<file path="src/rtl/dcc_pkg.sv">
// Shared definitions for the dilated causal conv datapath.
// Holds the tap-buffer FSM state type, the tap count and the default
// sample width. The dot_product block and later conv layers import the
// same package so that widths and tap count stay consistent.
package dcc_pkg;

  // Tap-buffer sequencing: accept, three RAM read states, then hold until consumed.
  typedef enum logic [2:0] {
    IDLE  = 3'd0,
    RD1   = 3'd1,
    RD0   = 3'd2,
    LAST  = 3'd3,
    VALID = 3'd4
  } tb_state_e;

  localparam int NUM_TAPS = 4;
  localparam int DCC_W    = 16;

endpackage

</file>
<file path="src/rtl/tap_ram.sv">
// Sample storage for the dilated tap buffer.
// DEPTH x W memory with one synchronous write port and one synchronous
// read port (one clock of read latency). The contents have no reset.
// Ports:
//   clk      in   clock
//   we_i     in   write enable
//   waddr_i  in   write address
//   wdata_i  in   write data
//   raddr_i  in   read address, sampled every clock
//   rdata_o  out  data at raddr_i from the previous clock edge
module tap_ram #(
  parameter int W     = 16,
  parameter int DEPTH = 16,
  parameter int AW    = $clog2(DEPTH)
) (
  input  logic          clk,
  input  logic          we_i,
  input  logic [AW-1:0] waddr_i,
  input  logic [W-1:0]  wdata_i,
  input  logic [AW-1:0] raddr_i,
  output logic [W-1:0]  rdata_o
);

  logic [W-1:0] mem_q [DEPTH];
  logic [W-1:0] rdata_q;

  // Storage write and registered read.
  always_ff @(posedge clk) begin
    if (we_i) begin
      mem_q[waddr_i] <= wdata_i;
    end
    rdata_q <= mem_q[raddr_i];
  end

  assign rdata_o = rdata_q;

endmodule

</file>
<file path="src/rtl/dilated_tap_buffer.sv">
// Activation cache for one dilated causal conv layer.
// Each accepted sample x[n] is stored in a circular buffer and produces one
// tap set a_d0..a_d3 = x[n-3D], x[n-2D], x[n-D], x[n]. Taps reaching back
// past the start of the stream read as zero.
// Ports:
//   clk        in   clock
//   rst        in   asynchronous active-high reset
//   in         in   signed sample x[n]
//   in_v       in   sample valid
//   in_ready   out  high only while idle
//   a_d0..a_d3 out  signed taps, registered
//   out_v      out  tap set valid, held until out_ready
//   out_ready  in   downstream consumes the tap set
module dilated_tap_buffer
  import dcc_pkg::*;
#(
  parameter int W        = DCC_W,
  parameter int DILATION = 4,
  parameter int DEPTH    = 16
) (
  input  logic                clk,
  input  logic                rst,
  input  logic signed [W-1:0] in,
  input  logic                in_v,
  output logic                in_ready,
  output logic signed [W-1:0] a_d0,
  output logic signed [W-1:0] a_d1,
  output logic signed [W-1:0] a_d2,
  output logic signed [W-1:0] a_d3,
  output logic                out_v,
  input  logic                out_ready
);

  localparam int PW = $clog2(DEPTH);
  localparam int FW = $clog2(3*DILATION+1);

  if ((DILATION < 1) || (DEPTH < 3*DILATION+1)) begin : g_param_check
    $error("dilated_tap_buffer: need DILATION >= 1 and DEPTH >= 3*DILATION+1");
  end

  tb_state_e state_q, state_d;
  logic [PW-1:0]       wr_ptr_q, wr_ptr_d;
  logic [FW-1:0]       fill_q, fill_d;
  logic signed [W-1:0] taps_q [NUM_TAPS];
  logic signed [W-1:0] taps_d [NUM_TAPS];
  logic                out_v_q, out_v_d;
  logic                in_ready_q, in_ready_d;
  logic                ram_we_s;
  logic [PW-1:0]       rd_addr_s;
  logic [W-1:0]        ram_rdata_s;

  // Circular address 'back' samples behind ptr; back never exceeds DEPTH,
  // so one conditional add replaces a modulo.
  function automatic logic [PW-1:0] tap_addr(input logic [PW-1:0] ptr, input int back);
    int a_s;
    a_s = int'(ptr) - back;
    if (a_s < 0) begin
      a_s = a_s + DEPTH;
    end else begin
      a_s = a_s;
    end
    return a_s[PW-1:0];
  endfunction

  tap_ram #(
    .W    (W),
    .DEPTH(DEPTH),
    .AW   (PW)
  ) u_ram (
    .clk    (clk),
    .we_i   (ram_we_s),
    .waddr_i(wr_ptr_q),
    .wdata_i(in),
    .raddr_i(rd_addr_s),
    .rdata_o(ram_rdata_s)
  );

  // State and datapath registers with asynchronous abort to the empty-stream state.
  always_ff @(posedge clk or posedge rst) begin
    if (rst) begin
      state_q    <= IDLE;
      wr_ptr_q   <= '0;
      fill_q     <= '0;
      taps_q     <= '{default: '0};
      out_v_q    <= 1'b0;
      in_ready_q <= 1'b1;
    end else begin
      state_q    <= state_d;
      wr_ptr_q   <= wr_ptr_d;
      fill_q     <= fill_d;
      taps_q     <= taps_d;
      out_v_q    <= out_v_d;
      in_ready_q <= in_ready_d;
    end
  end

  // Next-state logic. The read address issued in one state returns data in
  // the next, so each read state captures the tap requested one clock earlier.
  // wr_ptr and fill stay frozen until the tap set is consumed.
  always_comb begin
    state_d    = state_q;
    wr_ptr_d   = wr_ptr_q;
    fill_d     = fill_q;
    taps_d     = taps_q;
    out_v_d    = out_v_q;
    in_ready_d = in_ready_q;
    ram_we_s   = 1'b0;
    rd_addr_s  = tap_addr(wr_ptr_q, DILATION);
    case (state_q)
      IDLE: begin
        if (in_v && in_ready_q) begin
          ram_we_s   = 1'b1;
          taps_d[3]  = in;
          in_ready_d = 1'b0;
          state_d    = RD1;
        end else begin
          state_d = IDLE;
        end
      end
      RD1: begin
        taps_d[2] = (fill_q >= FW'(DILATION)) ? ram_rdata_s : '0;
        rd_addr_s = tap_addr(wr_ptr_q, 2*DILATION);
        state_d   = RD0;
      end
      RD0: begin
        taps_d[1] = (fill_q >= FW'(2*DILATION)) ? ram_rdata_s : '0;
        rd_addr_s = tap_addr(wr_ptr_q, 3*DILATION);
        state_d   = LAST;
      end
      LAST: begin
        taps_d[0] = (fill_q >= FW'(3*DILATION)) ? ram_rdata_s : '0;
        out_v_d   = 1'b1;
        state_d   = VALID;
      end
      VALID: begin
        if (out_ready) begin
          out_v_d    = 1'b0;
          in_ready_d = 1'b1;
          state_d    = IDLE;
          if (wr_ptr_q == PW'(DEPTH-1)) begin
            wr_ptr_d = '0;
          end else begin
            wr_ptr_d = wr_ptr_q + PW'(1);
          end
          if (fill_q == FW'(3*DILATION)) begin
            fill_d = fill_q;
          end else begin
            fill_d = fill_q + FW'(1);
          end
        end else begin
          state_d = VALID;
        end
      end
      default: begin
        state_d    = IDLE;
        out_v_d    = 1'b0;
        in_ready_d = 1'b1;
      end
    endcase
  end

  assign in_ready = in_ready_q;
  assign out_v    = out_v_q;
  assign a_d0     = taps_q[0];
  assign a_d1     = taps_q[1];
  assign a_d2     = taps_q[2];
  assign a_d3     = taps_q[3];

endmodule

</file>
<file path="config.mk">
export PLATFORM = sky130hd
export DESIGN_NAME = dilated_tap_buffer
export DESIGN_NICKNAME = d
export VERILOG_FILES = /design/src/rtl/dcc_pkg.sv /design/src/rtl/tap_ram.sv /design/src/rtl/dilated_tap_buffer.sv
export SDC_FILE = /design/constraint.sdc
export NUM_CORES = 1
export LEC_CHECK = 0
export BUFFER_PORTS_ARGS = -buffer_cell sky130_fd_sc_hd__clkbuf_2
export CAP_MARGIN = 20
export CORE_ASPECT_RATIO = 0.9
export CORE_MARGIN = 1.5
export CORE_UTILIZATION = 64
export CTS_CLUSTER_DIAMETER = 30
export DETAILED_ROUTE_END_ITERATION = 16
export PLACE_DENSITY_LB_ADDON = 0.12
export SLEW_MARGIN = 20
export SYNTH_ARGS = -nofsm -noshare
export SYNTH_HDL_FRONTEND = slang
export SYNTH_HIERARCHICAL = 1
export SYNTH_SLANG_ARGS = --single-unit
</file>
<file path="constraint.sdc">
create_clock -name clk -period 7.1 [get_ports clk]
set_input_delay 0.71 -clock clk [delete_from_list [all_inputs] [get_ports clk]]
set_output_delay 0.71 -clock clk [all_outputs]
set_load 0.02 [all_outputs]
</file>
Yosys cells after proc, flatten, opt, wreduce, memory -nomap -nowiden
Memory sizes are Yosys's and may differ from the RTL's. A register that Yosys moved wholly into a read port is not among the register bits.
Cells that the tools add are included.
Widths: inputs -> output; s select.
- register bits: 77
- latch bits: 0
- memory bits (writable): 256
- bits in read-only memories: 0
- output and inout bits: 66
- logic and storage cells: 64
- memories: 1
- memory list (memory ; depth ; width ; read ports ; clocked after memory_dff ; wr ports ; RTL line ; RTL):
    u_ram.mem_q ; 16 ; 16 ; 1 ; 1 ; 1 ; tap_ram.sv:24 ; logic [W-1:0] mem_q [DEPTH];
- $add $sub $neg: 8
- multiply operators: 0
- div/mod/pow operators: 0
- magnitude comparators: 6
- equal/unequal tests: 8
- shift-type cells: 0
- mux-type cells: 20
- bitwise logic cells: 3
- reduce and logical (&&, ||, !) cells: 9
- operators with widths (operator ; count):
    $mux 16 ; 3
    $add 4x1->4 const B ; 5
    $mux 4 ; 4
    $lt 5x1->1 const B ; 3
    $pmux 3 s5 ; 1
    $sub 4x4->5 const B ; 2
    $eq 4x4->1 const B ; 2
    $ge 4x4->1 const B ; 2
    $mux 1 ; 8
    $pmux 4 s2 ; 1
    $eq 3x2->1 const B ; 2
    $pmux 1 s3 ; 2
    $reduce_and 2->1 ; 3
    $reduce_and 3->1 ; 2
    $reduce_or 3->1 ; 2
    $sub 4x3->5 const B ; 1
    $ge 4x3->1 const B ; 1
    $ne 2x2->1 const B ; 2
    $eq 3x1->1 const B ; 1
    $eq 3x3->1 const B ; 1
    $logic_not 3->1 ; 1
    $mux 3 ; 1
    $not 1->1 ; 3
    $logic_and 1x1->1 ; 1

Longest topological paths before layout
Gate-level depths: netlist of the first run.
- word-level depth: 5
- depth in mapped cells: 9
- gate-level depth less buffers: 6

Hierarchy
The synthesis of the first run kept the hierarchy.
- by module, submodules not included (module ; instances ; cells each ; area an instance (um^2) ; seq. area each (um^2)):
    tap_ram ; 1 ; 432 ; 10042.1 ; 8007.7
    dilated_tap_buffer ; 1 ; 311 ; 3266.9 ; 1928.1

Worst setup path before layout of the first run
No wires, ideal clock.
- path type: input to register
- start point: input in_v
- end point: memory u_ram.mem_q[0][0] (enable)
- setup time: 0.409 ns
- data arrival time: 2.811 ns
- slack: 3.879 ns
- cell stages on the path: 5
- path buffers: 2
- cell sequence: and4b_1 > buf_6 > buf_6 > or3b_2 > nor3_1
- word-level cells in the longest chain between the ends: 5
- RTL lines (item ; RTL line ; RTL):
    from (decl) ; dilated_tap_buffer.sv:24 ; input logic in_v,
    $logic_and 1x1->1 ; dilated_tap_buffer.sv:111 ; if (in_v && in_ready_q) begin
    $mux 1 ; dilated_tap_buffer.sv:111 ;
    $mux 1 ; dilated_tap_buffer.sv:109 ; case (state_q)
    via ram_we_s ; dilated_tap_buffer.sv:48 ; logic ram_we_s;
    $mux 1 ; tap_ram.sv:29 ; if (we_i) begin
    $mux 1 (not written as such) ; tap_ram.sv:30 ; mem_q[waddr_i] <= wdata_i;
    to (decl) ; tap_ram.sv:24 ;
The timed path passes the listed nets, and every way through them passes these cells.

Worst setup path after layout of the first run
- start point: register state_q[0]
- end point: register u_ram.rdata_q[5] (netlist: u_ram/rdata_o[5]) (read register of u_ram.mem_q)
- word-level cells in the longest chain between the ends: 2
- RTL lines (item ; RTL line ; RTL):
    from (decl) ; dilated_tap_buffer.sv:41 ; tb_state_e state_q, state_d;
    from (signal assigned) ; dilated_tap_buffer.sv:88 ; state_q <= state_d;
    $eq 3x2->1 or $eq 3x1->1 (tied branches) ; dilated_tap_buffer.sv:109 ;
    $pmux 4 s2 * ; dilated_tap_buffer.sv:109 ;
    via rd_addr_s[2] ; dilated_tap_buffer.sv:49 ; logic [PW-1:0] rd_addr_s;
    to (decl) ; tap_ram.sv:25 ; logic [W-1:0] rdata_q;
The timed path passes the listed nets; every way through them passes the cells marked *.
A chain may end at the register's enable or synchronous reset.

==> results of run 1 <==
## path summary, 6_finish.rpt
check                      startpoint                to  slack [ps]  cells after the start
setup / recovery           state_q[0]  u_ram/rdata_o[5]        4050                      5
min in group clk            out_ready        state_q[2]         440                      2
max in group asynchronous         rst           a_d3[1]        6190                      4
hold reg to reg              a_d1[15]          a_d1[15]         490                      2
hold / removal                    rst         fill_q[0]         300                      3
setup reg to reg           state_q[0]  u_ram/rdata_o[5]        4050                      5
## power by group through the flow
stage	clock network [W]	registers, W	logic (W)
floorplan	0	0.00257	0.000994
global placement	0	0.00261	0.00126
detailed placement	0	0.00262	0.00130
CTS	0.00249	0.00258	0.00132
global route	0.00259	0.00260	0.00143
finish	0.00248	0.00258	0.00132
## worst max-delay path: cells and delay by family, from the launching register on
kind            cells  cell delay, ps
simple gates        3            1800
flops               1             520
xor+xnor            1             470
compound gates      1             190
## kinds of logic (layout without fill, tap and decap cells)
| logic type | count (synthesis) | after routing | share of synthesized area, % |
|---|---|---|---|
| buf+inv | 49 | 205 | 2.40 |
| mux | 84 | 84 | 12.8 |
| flops | 349 | 349 | 74.7 |
| xor+xnor | 4 | 4 | 0.263 |
| simple gates | 160 | 160 | 5.27 |
| compound gates | 94 | 94 | 4.30 |
| fa+ha+maj | 3 | 3 | 0.282 |
## per-layer routing
metal	global-route usage, %	part of all wire, %	vias up
met4	7.95	1.7	0
met1	38.8	39	3799
met3	5.64	7.6	40
li1	-	-	3123
met2	48.7	52	347
met5	0	0	-
## placed cells by master (no fill, tap or decap), drive strengths merged, types with 4 or more instances in the layout
| cell | instances |
|---|---|
| a22oi | 32 |
| buf | 22 |
| bufinv | 5 |
| clkbuf | 138 |
| clkinv | 20 |
| clkinvlp | 11 |
| dfrtp | 76 |
| dfxtp | 16 |
| edfxtp | 256 |
| inv | 9 |
| mux2 | 20 |
| mux4 | 64 |
| nand2 | 117 |
| nand2b | 4 |
| nand3b | 4 |
| nor2 | 14 |
| nor3 | 4 |
| o21ai | 50 |
## registers in the layout (all words and copies together) (netlist names)
name           flops
a_d0              16
a_d1              16
a_d2              16
a_d3              16
fill_q             4
in_ready           1
out_v              1
state_q            3
u_ram/mem_q      256
u_ram/rdata_o     16
wr_ptr_q           4
## final cells by class
type                    count  area, um2  area share, %
flip-flops and latches    349       9940           63.4
well taps                 255        319           2.03
repair buffers            107        607           3.87
multi-input cells         345       3080           19.6
clock inverters            41        398           2.54
inverters                   4       16.3          0.104
clock buffers              53       1330           8.45
## metrics by stage
stage	utilization, %	setup WS, ps
floorplan	-	3880
global placement	69.0	4000
detailed placement	69.1	3970
CTS	77.6	4060
global route	77.8	3860
finish	77.8	4050
==> reports/qor.json, run 1 <==
{
  "place.gp.congestion": 0.791,
  "max_slew.worst_pin.slew_ps": 1070,
  "run_status": "finished clean",
  "synth.distinct_cells": 46,
  "maximum_net_fanout_on_the_critical_path": 34,
  "cts_num_sinks": 349,
  "rsz_0062_raised_after_global_routing": "no",
  "design_area_um2": 15700,
  "synth_edf_count": 256,
  "worst-endpoint-arrival_ps": 3520,
  "io-pin-count": 86,
  "vdd.ir_drop.worst_v": 0.000343,
  "sequential_share_of_power_pct": 40.4,
  "fillerInstances": 1064,
  "finalSetupViolCount": 0,
  "initial_core_util_pct": 66.0,
  "port-buffer-count": 85,
  "htreeDepth": 2,
  "antenna_cells": 0,
  "cts-root-buf": "sky130_fd_sc_hd__clkbuf_16",
  "finalClockSkew_ps": 8.98,
  "worstPathCellList": "or3b_1, xor2_1, nor2b_2, a22oi_1, nand2_1",
  "final.setup.tns_ps": 0,
  "finalHoldWorstSlack_ps": 296,
  "postSynthNetCount": 766,
  "ys.flop_type": "sky130_fd_sc_hd__edfxtp_1",
  "gr-total-overflow": 0,
  "global_route.usage.total_pct": 28.8,
  "synthMostInstantiatedCell": "sky130_fd_sc_hd__edfxtp_1",
  "placement.cell_area_um2": 13900,
  "tritoncts": "built",
  "min-delay-path-class": "in2async",
  "post_cts_hold_buffer_count": 0,
  "clk_latency_ps": 540,
  "synth_top_area_cell": "sky130_fd_sc_hd__edfxtp_1",
  "fp.coreArea_um2": 20200,
  "hpwl_um": 17700,
  "netSwitchingFraction_pct": 29.9,
  "instances_no_fill": 1154,
  "route.vias.total": 7309,
  "switching_component_of_the_power_w": 0.00191,
  "timing.final.max_slew_violations": 0,
  "drt.antenna.violating_nets": 0,
  "worst_path_clk_slew_ps": 60,
  "timing.critical_path.slowest_stage_cell": "sky130_fd_sc_hd__or3b_1",
  "worstPathRequired_ps": 7580,
  "synth_warnings": 6,
  "drtIter0Drc": 596,
  "start_kind": "flip-flop",
  "post_cts.resized_instances": 0,
  "synth-seq-area-share_pct": 74.7,
  "cts_made_buffers": 50,
  "power.leakage_nw": 5.69,
  "layout-drive-gt1-share_pct": 31.7,
  "power_density_nw_per_um2": 407,
  "postSynthCellCount": 743,
  "floorplan.die.height_um": 140,
  "p_int_w": 0.00447,
  "finalHoldViolCount": 0,
  "critPathKind": "reg2reg",
  "slew_headroom_pct": 29.0,
  "clkPwrFrac_pct": 38.8,
  "drt_first_pass_iters": 5,
  "max_cap_violations": 0,
  "worst_path_largest_cell_delay_ps": 830,
  "finalWirelength_um": 29700,
  "synth.cells.most_frequent": "sky130_fd_sc_hd__edfxtp_1 (256), sky130_fd_sc_hd__nand2_1 (117), sky130_fd_sc_hd__dfrtp_1 (76)",
  "grt_first_pass_wirelength_um": 45500,
  "postSynthAreaPerCell_um2": 17.9,
  "design.die.area_um2": 21700,
  "grt_pass1_vias": 7508,
  "cells_taking_the_most_area_after_synthesis": "sky130_fd_sc_hd__edfxtp_1 (58%), sky130_fd_sc_hd__dfrtp_1 (14%), sky130_fd_sc_hd__mux4_2 (9.1%)",
  "placed_cells_incl_taps": 1058,
  "cts_post_setup_buffers_inserted": 0,
  "drc_errors": 0,
  "number_of_antenna_violations_at_the_first_check_in_global_routing": 0,
  "wl_per_cell_um": 25.7,
  "grt_start_max_net_pins": 78,
  "layout.nets": 880,
  "synth.cell_area_um2": 13300,
  "fmaxAchievable_mhz": 328,
  "finalCriticalPeriod_ps": 3050,
  "flow.area_growth_from_synthesis_pct": 17.9,
  "share_of_synthesized_flip_flops_with_an_asynchronous_set_or_reset_pct": 22.1,
  "critical_path.endpoint_type": "flip-flop",
  "die_width_um": 155,
  "avgViaCountPerCell": 6.33,
  "synthDominantCellAreaShare_pct": 57.8,
  "placement_rows": 49,
  "clock_tree.buffer_depth": 3,
  "power.share.combinational_pct": 20.7,
  "postSynthRegisterBits": 349,
  "p_total_w": 0.00638,
  "crit_share_post_route_pct": 42.9
}
Note: power is estimated with default switching activity, not from simulation.
==> run 2, diff against run 1 <==
Settings changed: CORE_UTILIZATION 64 to 60.
Clock period 7.1 ns to 2.9 ns, I/O delays scaled along.
==> reports/qor.json, run 2 (synthesis gave the netlist of run 1 again) <==
{
  "crit-reg2reg-capture": "u_ram/mem_q[1][13]",
  "hold_path_stages": 3,
  "vdd.ir_drop.worst_v": 0.000778,
  "largest_reg_flops": 256,
  "crit_share_post_route_pct": 86.5,
  "fillerInstances": 1280,
  "initial_core_util_pct": 61.3,
  "gr-total-overflow": 0,
  "cp.buffers_inverters": 1,
  "clk_latency_ps": 550,
  "netSwitchingFraction_pct": 29.2,
  "max_cap_violations": 0,
  "worst_path_clk_slew_ps": 50,
  "io-pin-count": 86,
  "port-buffer-count": 85,
  "htreeDepth": 2,
  "number_of_antenna_violations_at_the_first_check_in_global_routing": 0,
  "finalHoldViolCount": 0,
  "wl_per_cell_um": 24.0,
  "p_total_w": 0.0161,
  "power.leakage_nw": 5.89,
  "power.share.combinational_pct": 20.9,
  "layout.cells.most_common_list": "sky130_fd_sc_hd__edfxtp_1 (256), sky130_fd_sc_hd__nand2_1 (117), sky130_fd_sc_hd__clkbuf_2 (85)",
  "drt.antenna.violating_nets": 0,
  "power_density_nw_per_um2": 1000,
  "min-delay-path-class": "in2reg",
  "timing.final.max_slew_violations": 0,
  "antenna_cells": 0,
  "avgViaCountPerCell": 6.02,
  "hpwl_um": 18400,
  "flow.area_growth_from_synthesis_pct": 20.7,
  "finalCriticalPeriod_ps": 2510,
  "largest-register": "u_ram/mem_q",
  "sequential_share_of_power_pct": 39.6,
  "maximum_net_fanout_on_the_critical_path": 10,
  "critPathKind": "reg2reg",
  "layout-drive-gt1-share_pct": 33.5,
  "grt_first_pass_wirelength_um": 44100,
  "drt_first_pass_iters": 5,
  "die_width_um": 160,
  "final.setup.tns_ps": 0,
  "critical_path.reg2reg.startpoint": "state_q[1]",
  "placement_rows": 51,
  "timing.hold.worst_endpoint": "in_ready",
  "cts_made_buffers": 53,
  "kind_of_cell_adding_the_most_delay_to_the_critical_path": "simple AND/OR/NAND/NOR gates",
  "layout.cells.most_common": "sky130_fd_sc_hd__edfxtp_1",
  "cts_num_sinks": 349,
  "slew_headroom_pct": 34.7,
  "worstPathRequired_ps": 3150,
  "max_slew.worst_pin.slew_ps": 975,
  "r2r_cells": 5,
  "drtIter0Drc": 850,
  "start_kind": "flip-flop",
  "finalWirelength_um": 29300,
  "grt_start_max_net_pins": 44,
  "rsz_0062_raised_after_global_routing": "no",
  "worstPathCellList": "nor2_4, and4b_1, or3b_2, nor2_1, buf_4",
  "worst-r2r-setup-slack_ps": 390,
  "run_status": "finished clean",
  "cts_post_setup_buffers_inserted": 0,
  "hp-start": "in_v",
  "timing.critical_path.slowest_stage_cell": "sky130_fd_sc_hd__or3b_2",
  "worst_path_largest_cell_delay_ps": 530,
  "drc_errors": 0,
  "fmaxAchievable_mhz": 399,
  "p_int_w": 0.0114,
  "design.die.area_um2": 23100,
  "fp.coreArea_um2": 21700,
  "clock_tree.buffer_depth": 3,
  "tritoncts": "built",
  "finalSetupViolCount": 0,
  "cts-root-buf": "sky130_fd_sc_hd__clkbuf_16",
  "critical_path.endpoint_type": "flip-flop",
  "finalClockSkew_ps": 11.5,
  "floorplan.die.height_um": 144,
  "switching_component_of_the_power_w": 0.00471,
  "clkPwrFrac_pct": 39.5,
  "layout.nets": 908,
  "route.vias.total": 7346,
  "worst-endpoint-arrival_ps": 2760,
  "place.gp.congestion": 0.834,
  "grt_pass1_vias": 7505,
  "global_route.usage.total_pct": 26.3
}
run 2: tightest hold or removal path, delay by kind of cell:
| kind | cells | cell delay (ps) |
|---|---|---|
| buffers and inverters | 1 | 100 |
| AO/OA/AOI/OAI | 2 | 250 |
run 2: cell type report:
class	count	area [um2]	area share, %
clock buffer	67	1470	9.16
timing repair buffer	132	837	5.21
tap	291	364	2.27
clock inverter	33	364	2.27
sequential	349	9940	61.9
multi-input combinational	345	3080	19.1
inverter	4	16.3	0.101
run 2: routing by layer:
metal | global-route usage, % | vias to the layer above | share of wire (%)
met3 | 4.07 | 62 | 6.9
met4 | 8.90 | 0 | 2.6
met1 | 38.1 | 3781 | 42
met2 | 41.7 | 332 | 48
li1 | - | 3171 | -
met5 | 0 | - | 0
run 2: how the worst max path moves through the flow:
stage | from | endpoint | slack, ps | depth (start not counted)
2_1_floorplan | state_q[1] | u_ram/mem_q[8][0] | 120 | 7
5_1_grt | state_q[0] | u_ram/rdata_o[0] | 220 | 7
4_1_cts | state_q[0] | u_ram/rdata_o[5] | 250 | 6
3_5_place_dp | state_q[0] | u_ram/rdata_o[5] | 290 | 6
3_3_place_gp | state_q[0] | u_ram/rdata_o[5] | 420 | 6
6_report | state_q[1] | u_ram/mem_q[1][13] | 390 | 5
run 2: metrics by stage:
stage	instances	hold WS, ps	util [%]	setup slack (ps)	instance area (um2)
2_1_floorplan	743	389	-	124	13300
3_3_place_gp	1118	405	65.5	417	14200
3_5_place_dp	1118	429	65.5	289	14200
4_1_cts	1220	81.0	74.0	251	16100
5_1_grt	1221	112	74.1	224	16100
6_report	1221	93.5	74.1	392	16100
run 2: repair_timing:
action	in CTS	in global routing
gates resized for setup	0	0
hold buffers	2	0
hold endpoints to repair	42	0
setup endpoints to repair	0	0
run 2: power groups by stage:
stage	clock, W	combinational [W]	sequential (W)
global route	0.00665	0.00362	0.00644
global placement	0	0.00324	0.00646
floorplan	0	0.00243	0.00630
CTS	0.00643	0.00336	0.00639
finish	0.00636	0.00337	0.00638
detailed placement	0	0.00330	0.00648
==> run 3, diff against run 2 <==
Settings changed: CORE_UTILIZATION 60 to 55.
==> reports/qor.json, run 3 (synthesis gave the netlist of run 1 again) <==
{
  "final.setup.tns_ps": 0,
  "cts_num_sinks": 349,
  "port-buffer-count": 85,
  "tritoncts": "built",
  "worst-endpoint-arrival_ps": 2510,
  "cp.buffers_inverters": 1,
  "min-delay-path-class": "in2reg",
  "layout.nets": 911,
  "largest_reg_flops": 256,
  "run_status": "finished clean",
  "clk_latency_ps": 560,
  "finalWirelength_um": 28400,
  "finalSetupViolCount": 0,
  "largest-register": "u_ram/mem_q",
  "clock_tree.buffer_depth": 3,
  "io-pin-count": 86,
  "max_cap_violations": 0,
  "fillerInstances": 1507,
  "cts_made_buffers": 59,
  "cts-root-buf": "sky130_fd_sc_hd__clkbuf_16",
  "worstPathCellList": "nor2_4, and4b_1, or3b_2, nor2_1, buf_4",
  "final_util_pct": 69.4,
  "flow.area_growth_from_synthesis_pct": 22.7,
  "layout.cells.most_common_list": "sky130_fd_sc_hd__edfxtp_1 (256), sky130_fd_sc_hd__nand2_1 (117), sky130_fd_sc_hd__clkbuf_2 (85)",
  "drc_errors": 0,
  "crit_share_post_route_pct": 78.9,
  "maximum_net_fanout_on_the_critical_path": 16,
  "layout-drive-gt1-share_pct": 34.5,
  "initial_core_util_pct": 56.5,
  "max_slew.worst_pin.slew_ps": 784,
  "avgViaCountPerCell": 5.78,
  "critPathKind": "reg2reg",
  "start_kind": "flip-flop",
  "grt_start_max_net_pins": 78,
  "hpwl_um": 17900,
  "finalClockSkew_ps": 19.1,
  "htreeDepth": 2,
  "slew_headroom_pct": 47.7,
  "timing.final.max_slew_violations": 0,
  "fp.coreArea_um2": 23500,
  "place.gp.congestion": 0.816,
  "antenna_cells": 0,
  "fmaxAchievable_mhz": 437,
  "drt.antenna.violating_nets": 0,
  "layout.cells.most_common": "sky130_fd_sc_hd__edfxtp_1",
  "grt_first_pass_wirelength_um": 43400,
  "power_density_nw_per_um2": 1040,
  "worstPathRequired_ps": 3130,
  "critical_path.endpoint_type": "flip-flop",
  "design.die.area_um2": 25100,
  "power.leakage_nw": 6.02,
  "gr-total-overflow": 0,
  "wl_per_cell_um": 22.9,
  "grt_pass1_vias": 7344,
  "vdd.ir_drop.worst_v": 0.000850,
  "drtIter0Drc": 551,
  "finalCriticalPeriod_ps": 2290,
  "rsz_0062_raised_after_global_routing": "no",
  "worst_path_clk_slew_ps": 50,
  "placement_rows": 53,
  "route.vias.total": 7172,
  "kind_of_cell_adding_the_most_delay_to_the_critical_path": "simple AND/OR/NAND/NOR gates",
  "worst_path_largest_cell_delay_ps": 530,
  "global_route.usage.total_pct": 23.6,
  "finalHoldViolCount": 0,
  "floorplan.die.height_um": 151,
  "drt_first_pass_iters": 7,
  "die_width_um": 167,
  "number_of_antenna_violations_at_the_first_check_in_global_routing": 0,
  "timing.critical_path.slowest_stage_cell": "sky130_fd_sc_hd__or3b_2"
}
## run 3: cell types whose count changed in the layout (fill, tap and decap cells not counted), moves of 2 or more
| cell | previous run | this run |
|---|---|---|
| sky130_fd_sc_hd__clkinv_4 | 5 | 10 |
| sky130_fd_sc_hd__inv_6 | 5 | 8 |
| sky130_fd_sc_hd__clkbuf_1 | 7 | 3 |
| sky130_fd_sc_hd__clkbuf_8 | 5 | 3 |
| sky130_fd_sc_hd__buf_12 | 4 | 2 |
| sky130_fd_sc_hd__clkbuf_16 | 55 | 61 |
| sky130_fd_sc_hd__bufinv_16 | 5 | 9 |
## run 3: repair_timing
action                                 4_1_cts  5_1_grt
setup buffers                                0        0
hold buffers                                 2        0
endpoints found under the hold margin       77        0
resized for setup                            0        0
## run 3: path summary, 6_finish.rpt
check                                start                  to  slack [ps]  depth (start not counted)
worst max-delay path            state_q[1]  u_ram/mem_q[2][12]         610                          5
worst min-delay path                  in_v            in_ready          50                          3
worst max register to register  state_q[1]  u_ram/mem_q[2][12]         610                          5
worst min register to register     a_d2[5]             a_d2[5]         480                          2
max in group asynchronous              rst             a_d3[3]        2200                          4
min in group asynchronous              rst           fill_q[0]         310                          4
## run 3: area by class of cell
type / instances / area, um2 / area share (%)
Sequential cell: 349 / 9940 / 60.9
Multi-Input combinational cell: 345 / 3070 / 18.8
Clock inverter: 45 / 557 / 3.41
Clock buffer: 67 / 1580 / 9.67
Inverter: 4 / 16.3 / 0.0996
Tap cell: 302 / 378 / 2.31
Timing Repair Buffer: 129 / 790 / 4.83
## run 3: routing by layer
metal | global-route usage (%) | wire length [um] | up-vias
li1 | - | - | 3194
met1 | 31.9 | 12000 | 3717
met2 | 39.6 | 14400 | 216
met3 | 4.21 | 1430 | 45
met4 | 7.32 | 491 | 0
met5 | 0 | 0 | -
## run 3: worst reg2reg max path, cell delays in order (launching register included)
cell and delay, ps:
sky130_fd_sc_hd__dfrtp_1 480, sky130_fd_sc_hd__nor2_4 170, sky130_fd_sc_hd__and4b_1 310, sky130_fd_sc_hd__or3b_2 540
sky130_fd_sc_hd__nor2_1 130, sky130_fd_sc_hd__buf_4 310
## run 3: through the flow
stage | setup slack (ps) | hold slack, ps | cell area, um2 | total power (W) | instances
CTS | 599 | 39.8 | 16300 | 0.0171 | 1240
detailed placement | 616 | 385 | 14200 | 0.00979 | 1126
global route | 452 | 47.9 | 16300 | 0.0176 | 1241
global placement | 629 | 376 | 14200 | 0.00971 | 1126
finish | 613 | 48.7 | 16300 | 0.0169 | 1241
floorplan | 124 | 389 | 13300 | 0.00873 | 743
## run 3: power breakdown
group          internal (W)  leakage (nW)  switching, W  total (W)
Clock               0.00477          1.02       0.00247    0.00724
Combinational       0.00149          1.54       0.00187    0.00336
Sequential          0.00579          3.46      0.000525    0.00631
Total                0.0120          6.02       0.00486     0.0169
